## config.mk

```make
export PLATFORM = sky130hd
export DESIGN_NAME = mcm_block_accumulator
export DESIGN_NICKNAME = d
export VERILOG_FILES = /design/src/rtl/mcm_acc_pkg.sv /design/src/rtl/mcm_acc_sat_add.sv /design/src/rtl/mcm_block_accumulator.sv
export SDC_FILE = /design/constraint.sdc
export NUM_CORES = 1
export LEC_CHECK = 0
export ABC_AREA = 1
export CAP_MARGIN = 10
export CORE_AREA = 3 3 123 125
export CTS_CLUSTER_SIZE = 16
export DETAILED_ROUTE_END_ITERATION = 6
export DIE_AREA = 0 0 126 128
export PLACE_DENSITY = 0.68
export SYNTH_ARGS = -nofsm -noshare
export SYNTH_HDL_FRONTEND = slang
export SYNTH_SLANG_ARGS = --single-unit
export TNS_END_PERCENT = 10
```

## constraint.sdc

```tcl
create_clock -name clk -period 2.1 [get_ports clk]
set_input_delay 0.21 -clock clk [delete_from_list [all_inputs] [get_ports clk]]
set_output_delay 0.21 -clock clk [all_outputs]
set_load 0.01 [all_outputs]
```

## src/rtl/mcm_acc_pkg.sv

```systemverilog
// Shared types, default widths and sign-extend / saturate helpers for the block accumulator.
// Helpers work at MAX_W bits so one definition serves any ACC_W/DATA_W below MAX_W.
package mcm_acc_pkg;

   localparam int DEF_DATA_W    = 32;
   localparam int DEF_ACC_W     = 40;
   localparam int DEF_BLOCK_LEN = 16;
   localparam int MAX_W         = 128;

   typedef enum logic {
      ST_ACCUM = 1'b0,
      ST_HOLD  = 1'b1
   } acc_state_t;

   function automatic logic signed [MAX_W-1:0] sign_ext(input logic [MAX_W-1:0] v, input int w);
      logic signed [MAX_W-1:0] t;
      t = $signed(v << (MAX_W - w));
      return t >>> (MAX_W - w);
   endfunction

   // Most positive (neg=0) or most negative (neg=1) value of a w-bit signed number.
   function automatic logic signed [MAX_W-1:0] sat_limit(input logic neg, input int w);
      logic signed [MAX_W-1:0] one;
      logic signed [MAX_W-1:0] mag;
      one = {{(MAX_W-1){1'b0}}, 1'b1};
      mag = one << (w - 1);
      return neg ? -mag : mag - one;
   endfunction

endpackage

```

## src/rtl/mcm_acc_sat_add.sv

```systemverilog
// Combinational accumulate step: acc + sign-extended din with overflow flag.
// Clamps on overflow when MCM_ACC_SATURATE_EN is defined, otherwise wraps modulo 2^ACC_W.
module mcm_acc_sat_add
   import mcm_acc_pkg::*;
#(
   parameter int DATA_W = DEF_DATA_W,
   parameter int ACC_W  = DEF_ACC_W
) (
   input  logic [ACC_W-1:0]  acc,
   input  logic [DATA_W-1:0] din,
   output logic [ACC_W-1:0]  sum,
   output logic              ovf
);

   logic signed [MAX_W-1:0] acc_x;
   logic signed [MAX_W-1:0] din_x;
   logic signed [MAX_W-1:0] sum_x;
   logic signed [MAX_W-1:0] lim_hi;
   logic signed [MAX_W-1:0] lim_lo;

   // The exact sum at MAX_W can never itself overflow, so range compares give the flag.
   always_comb begin
      acc_x  = sign_ext({{(MAX_W-ACC_W){1'b0}}, acc}, ACC_W);
      din_x  = sign_ext({{(MAX_W-DATA_W){1'b0}}, din}, DATA_W);
      sum_x  = acc_x + din_x;
      lim_hi = sat_limit(1'b0, ACC_W);
      lim_lo = sat_limit(1'b1, ACC_W);
      ovf    = (sum_x > lim_hi) || (sum_x < lim_lo);
`ifdef MCM_ACC_SATURATE_EN
      if (sum_x > lim_hi) begin
         sum = lim_hi[ACC_W-1:0];
      end else if (sum_x < lim_lo) begin
         sum = lim_lo[ACC_W-1:0];
      end else begin
         sum = sum_x[ACC_W-1:0];
      end
`else
      sum = sum_x[ACC_W-1:0];
`endif
   end

endmodule

```

## src/rtl/mcm_block_accumulator.sv

```systemverilog
// Sums BLOCK_LEN signed products per result and holds each result until taken downstream.
// Optional MCM_ACC_SATURATE_EN clamps the accumulator on overflow instead of wrapping.
//
// state    | meaning
// ---------+-----------------------------------------------------------
// ST_ACCUM | accepting samples, acc/cnt advance on each accept
// ST_HOLD  | block result on out_data, waiting for out_ready
module mcm_block_accumulator
   import mcm_acc_pkg::*;
#(
   parameter int DATA_W    = DEF_DATA_W,
   parameter int ACC_W     = DEF_ACC_W,
   parameter int BLOCK_LEN = DEF_BLOCK_LEN
) (
   input  logic              clk,
   input  logic              rst_n,
   input  logic              in_valid,
   input  logic [DATA_W-1:0] in_data,
   output logic              in_ready,
   output logic              out_valid,
   output logic [ACC_W-1:0]  out_data,
   input  logic              out_ready,
   output logic              out_ovf
);

   localparam int              CNT_W    = $clog2(BLOCK_LEN);
   localparam logic [CNT_W-1:0] CNT_LAST = CNT_W'(BLOCK_LEN - 1);

   acc_state_t       state;
   logic [ACC_W-1:0] acc;
   logic [ACC_W-1:0] acc_sum;
   logic [CNT_W-1:0] cnt;
   logic             ovf;
   logic             add_ovf;
   logic             accept;

   assign in_ready = rst_n && ((state == ST_ACCUM) || out_ready);
   assign accept   = in_valid && in_ready;

   // acc is cleared when a block completes, so in HOLD the adder already sees the next block's base.
   mcm_acc_sat_add #(
      .DATA_W (DATA_W),
      .ACC_W  (ACC_W)
   ) u_sat_add (
      .acc (acc),
      .din (in_data),
      .sum (acc_sum),
      .ovf (add_ovf)
   );

   always_ff @(posedge clk or negedge rst_n) begin
      if (!rst_n) begin
         state     <= ST_ACCUM;
         acc       <= '0;
         cnt       <= '0;
         ovf       <= 1'b0;
         out_valid <= 1'b0;
         out_data  <= '0;
         out_ovf   <= 1'b0;
      end else begin
         unique case (state)
            ST_ACCUM: begin
               if (accept) begin
                  if (cnt == CNT_LAST) begin
                     out_data  <= acc_sum;
                     out_ovf   <= ovf | add_ovf;
                     out_valid <= 1'b1;
                     state     <= ST_HOLD;
                     acc       <= '0;
                     cnt       <= '0;
                     ovf       <= 1'b0;
                  end else begin
                     acc <= acc_sum;
                     cnt <= cnt + 1'b1;
                     ovf <= ovf | add_ovf;
                  end
               end
            end
            ST_HOLD: begin
               if (out_ready) begin
                  out_valid <= 1'b0;
                  state     <= ST_ACCUM;
                  if (accept) begin
                     acc <= acc_sum;
                     cnt <= CNT_W'(1);
                     ovf <= add_ovf;
                  end
               end
            end
            default: state <= ST_ACCUM;
         endcase
      end
   end

endmodule

```

==> results.rst <==
.. list-table::
   :header-rows: 1

   * - Metric
     - Value
   * - Worst path setup slack after routing
     - -0.0384 ns
   * - Synthesized flop and latch total
     - 88
   * - Number of distinct library cells after synthesis
     - 42
   * - Number of antenna-violating nets in the routed design
     - 0
   * - Pint
     - 7.70 mW
   * - FFs w/ async S/R, synth
     - 1.00
   * - Clock root cell
     - sky130_fd_sc_hd__clkbuf_16
   * - Share of synthesized area spent on multiplexers
     - 0
   * - Critical path cell sequence
     - ha_4, buf_4, nand2_1, nand2_1, o21bai_2, a21oi_2, nand2_2, buf_4, or2_2, nand3_1, nand2_1
   * - Violated checks
     - negative setup slack
   * - Post-Layout Cell Count
     - 1,313
   * - Cell Count Post-Placement
     - 1,282
   * - Flop2flop setup slack
     - -0.04 ns
   * - Final Skew
     - 0.00795 ns
   * - Period utilization
     - 1.02
   * - Initial core utilization
     - 0.450
   * - Clock H-tree levels
     - 3
   * - Critical-path cell with the highest stage delay
     - sky130_fd_sc_hd__dfrtp_1
   * - Delay-heaviest family, CP
     - simple AND/OR/NAND/NOR gates
   * - Post-synth top flop
     - sky130_fd_sc_hd__dfrtp_1
   * - Combinational fraction of design power
     - 0.657
   * - Register-to-Register Path Depth
     - 11
   * - Clock group share of total power
     - 0.132
   * - Total core area
     - 14,000 sq um
   * - Filler cell count
     - 1,210
   * - Timing startpoint of the critical path
     - acc[9]$_DFFE_PN0P_
   * - DR pass1 iterations
     - 5
   * - Worst vdd ir
     - 694 uV
   * - IO Port Bufs
     - 78
   * - Number of buffers created by CTS
     - 9
   * - Most repeated library cell on the critical path
     - sky130_fd_sc_hd__nand2_1
   * - Remaining routing DRC violations
     - 0
   * - Mean cell area of the mapped netlist
     - 6.92 sq um
   * - Seq. cell area
     - 2200 sq um
   * - Part of the Yosys area used for sequential elements
     - 0.350
   * - Type of element launching the critical path
     - flop
   * - All-Layer GR Usage
     - 0.231
   * - Final-report setup violation count
     - 7
   * - Unrepaired setup endpoints after global routing
     - true
   * - Status
     - complete, but fails checks
   * - Type of the worst setup path
     - flop to flop
   * - Vias in the first global route
     - 6,290
   * - Sequential fraction of design power
     - 0.212
   * - # IOs
     - 79
   * - Adder-Cell Fraction of Synth Area
     - 0.0847
   * - Required time of the critical path
     - 2.34 ns
   * - Post-detail-place hpwl
     - 14.0 mm
   * - Die Span X
     - 126 um
   * - Number of synthesized flops with an enable pin
     - 0
   * - Total die area
     - 16,100 sq um
   * - Highest Clock Rate
     - 468 MHz
   * - Xor-xnor portion of the synthesized cell area
     - 0.0195
   * - Per-cell via count in the routed design
     - 5.03
   * - Leakage
     - 4.55 nW
   * - Cell depth of the worst hold path
     - 2
   * - Post-synthesis simple-gate area fraction
     - 0.377
   * - Maximum fanout count along the critical path
     - 4
   * - Drt wl/cell
     - 14.7 um
   * - Power spent charging and discharging nets
     - 5.74 mW
   * - Tightest Pin Transition
     - 0.489 ns
   * - TritonCTS sink count
     - 88
   * - Standard-cell rows
     - 43
   * - Area of the mapped netlist
     - 6300 sq um
   * - Worst hold path endpoint
     - state$_DFF_PN0_
   * - Setup_tns
     - -0.128 ns
   * - Synth warn
     - 0
   * - Power per cell area
     - 1440 nW/um^2
   * - Antenna violations before repair
     - 0
   * - Register clock-pin slew on the reported worst setup and hold paths
     - 0.07 ns
   * - Synthesized instance count
     - 910
   * - CP bufs+invs
     - 2
   * - Worst setup timing slack at the placement stage
     - -0.424 ns
   * - Multi-input gate area in the final layout
     - 4360 sq um
   * - Global-route wire length before repair
     - 30.4 mm
   * - Pin count of the biggest net entering global routing
     - 89
   * - Total count of hold-check failures in the final report
     - 0
   * - HP Class
     - primary input to flop
   * - Compound-Gate Fraction of Synth Area
     - 0.106
   * - Min cycle time layout
     - 2.14 ns
   * - Total inserted antenna cells
     - 0
   * - Via count of the routed design
     - 6,603
   * - Global placer's final weighted congestion
     - 0.927
   * - Number of violations reported at the end of detailed-routing iteration 0
     - 361
   * - Net count of the finished layout
     - 1,206
   * - Main combinational cell family by area after synthesis
     - simple AND/OR/NAND/NOR gates
   * - Worst min-delay path startpoint
     - out_ready
   * - RR Endpoint
     - acc[14]$_DFFE_PN0P_
   * - Worst Path Arrival
     - 2.38 ns
   * - Switching share of total power
     - 0.427
   * - Relative slew margins
     - 0.674
   * - Layout cell share with drive strength beyond 1
     - 0.274
   * - Post-synthesis net count
     - 988
   * - CTS tree
     - done
   * - Area growth syn-to-layout
     - 48.3%
   * - Number of pins with negative max-slew slack in the final report
     - 0
   * - Max-cap violations
     - 0
   * - Global route overflow
     - 0
   * - Die span in y
     - 128 um
   * - Routed Wire Length
     - 19.3 mm
   * - Later-pin clock latency in the skew report
     - 0.35 ns
   * - Startpoint of the worst-slack reg-to-reg timing path
     - acc[9]$_DFFE_PN0P_
   * - Buffer levels on the longest clock path
     - 2
   * - Critical Path Sink Type
     - flop
   * - Delay of the slowest critical-path stage
     - 0.41 ns
==> per-stage QoR <==
step	hold slack, ns	utilization	total power, mW	instance area, sq um
after CTS	0.465	0.618	12.2	8640
after global routing	0.464	0.667	14.5	9340
final	0.469	0.667	13.4	9340
after detailed placement	0.354	0.588	10.2	8220
after global placement	0.356	0.588	10.1	8220
after floorplan	-0.0856	-	6.92	6300
==> layout make-up <==
class                           count  share of cell area
Tap cell                          180              0.0241
Multi-Input combinational cell    726               0.467
Timing Repair Buffer              224               0.206
Clock inverter                      7              0.0106
Sequential cell                    88               0.236
Inverter                           79              0.0318
Clock buffer                        9              0.0241
==> worst register-to-register path: stages (launching register included) <==
cell	delay (ns)
sky130_fd_sc_hd__dfrtp_1	0.41
sky130_fd_sc_hd__ha_4	0.23
sky130_fd_sc_hd__buf_4	0.14
sky130_fd_sc_hd__nand2_1	0.07
sky130_fd_sc_hd__nand2_1	0.08
sky130_fd_sc_hd__o21bai_2	0.21
sky130_fd_sc_hd__a21oi_2	0.21
sky130_fd_sc_hd__nand2_2	0.13
sky130_fd_sc_hd__buf_4	0.16
sky130_fd_sc_hd__or2_2	0.28
sky130_fd_sc_hd__nand3_1	0.07
sky130_fd_sc_hd__nand2_1	0.05
==> kinds of logic (layout without fill, tap and decap cells) <==
| family | after synthesis | after routing |
|---|---|---|
| buffers and inverters | 96 | 319 |
| AOI/OAI and AO/OA | 113 | 113 |
| adders and majority gates | 42 | 42 |
| DFF | 88 | 88 |
| xor gates and xnor gates | 14 | 14 |
| and+or+nand+nor | 557 | 557 |
==> synthesized netlist by cell type, types with 8 or more instances <==
cell | number | area (sq um)
sky130_fd_sc_hd__dfrtp_1 | 88 | 2200
sky130_fd_sc_hd__inv_1 | 74 | 278
sky130_fd_sc_hd__o21ai_0 | 37 | 185
sky130_fd_sc_hd__nand3b_1 | 14 | 105
sky130_fd_sc_hd__o21bai_1 | 11 | 82.6
sky130_fd_sc_hd__nor2_2 | 9 | 56.3
sky130_fd_sc_hd__nand2_2 | 8 | 50.1
sky130_fd_sc_hd__nand3_1 | 69 | 345
sky130_fd_sc_hd__ha_1 | 41 | 513
sky130_fd_sc_hd__buf_2 | 9 | 45.0
sky130_fd_sc_hd__a21oi_1 | 40 | 200
sky130_fd_sc_hd__nand2_1 | 352 | 1320
sky130_fd_sc_hd__nor2_1 | 74 | 278
==> worst max path at each step <==
stage / to / depth (start not counted) / slack, ns
4_1_cts: out_data[22]$_DFFE_PN0P_ / 13 / -0.03
6_report: acc[14]$_DFFE_PN0P_ / 11 / -0.04
2_1_floorplan: acc[22]$_DFFE_PN0P_ / 13 / 0.09
5_1_grt: out_data[22]$_DFFE_PN0P_ / 13 / -0.16
3_3_place_gp: out_data[22]$_DFFE_PN0P_ / 12 / -0.41
3_5_place_dp: out_data[22]$_DFFE_PN0P_ / 12 / -0.42
==> power by group through the flow <==
stage / logic [mW] / registers [mW] / clock network [mW]
after floorplan: 4.12 / 2.80 / 0
after global placement: 7.38 / 2.75 / 0
after detailed placement: 7.48 / 2.74 / 0
after CTS: 7.68 / 2.74 / 1.81
after global routing: 9.71 / 2.93 / 1.87
final: 8.83 / 2.84 / 1.77
==> routing by layer <==
layer,part of all wire,vias to the layer above,GRT usage,routed length (um)
met5,0,-,0,0
met4,0.023,0,0.0650,435
met3,0.044,32,0.0363,854
met2,0.47,154,0.367,9020
met1,0.47,3038,0.329,8980
li1,-,3379,-,-
==> cell usage in the layout, fill, tap and decap left out, types with 5 or more instances in the layout <==
| cell | instances |
|---|---|
| sky130_fd_sc_hd__a21oi_1 | 24 |
| sky130_fd_sc_hd__a21oi_2 | 17 |
| sky130_fd_sc_hd__buf_4 | 140 |
| sky130_fd_sc_hd__clkbuf_16 | 9 |
| sky130_fd_sc_hd__clkdlybuf4s50_1 | 76 |
| sky130_fd_sc_hd__dfrtp_1 | 88 |
| sky130_fd_sc_hd__ha_1 | 12 |
| sky130_fd_sc_hd__ha_4 | 26 |
| sky130_fd_sc_hd__inv_1 | 71 |
| sky130_fd_sc_hd__inv_2 | 8 |
| sky130_fd_sc_hd__nand2_1 | 321 |
| sky130_fd_sc_hd__nand2_2 | 37 |
| sky130_fd_sc_hd__nand3_1 | 66 |
| sky130_fd_sc_hd__nand3b_1 | 14 |
| sky130_fd_sc_hd__nand4_1 | 6 |
| sky130_fd_sc_hd__nor2_1 | 60 |
| sky130_fd_sc_hd__nor2_2 | 19 |
| sky130_fd_sc_hd__nor2_4 | 7 |
| sky130_fd_sc_hd__nor3_1 | 5 |
| sky130_fd_sc_hd__o21a_1 | 5 |
| sky130_fd_sc_hd__o21ai_0 | 35 |
| sky130_fd_sc_hd__o21ai_1 | 5 |
| sky130_fd_sc_hd__o21bai_1 | 8 |
| sky130_fd_sc_hd__or2_1 | 6 |
| sky130_fd_sc_hd__xnor2_1 | 6 |
| sky130_fd_sc_hd__xor2_1 | 6 |
==> repair_timing <==
action,4_1_cts,5_1_grt
gates resized for setup,19,113
setup endpoints to repair,37,59
gates cloned,0,1
setup buffers,0,13
hold buffers,1,0
pin swaps,2,21
endpoints found under the hold margin,88,0
==> state kept, by name, summed over array words and instances, names as in the netlist <==
signal,count
out_data,40
out_valid,1
out_ovf,1
state,1
cnt,4
acc,40
ovf,1
Note: power is estimated with default switching activity, not from simulation.
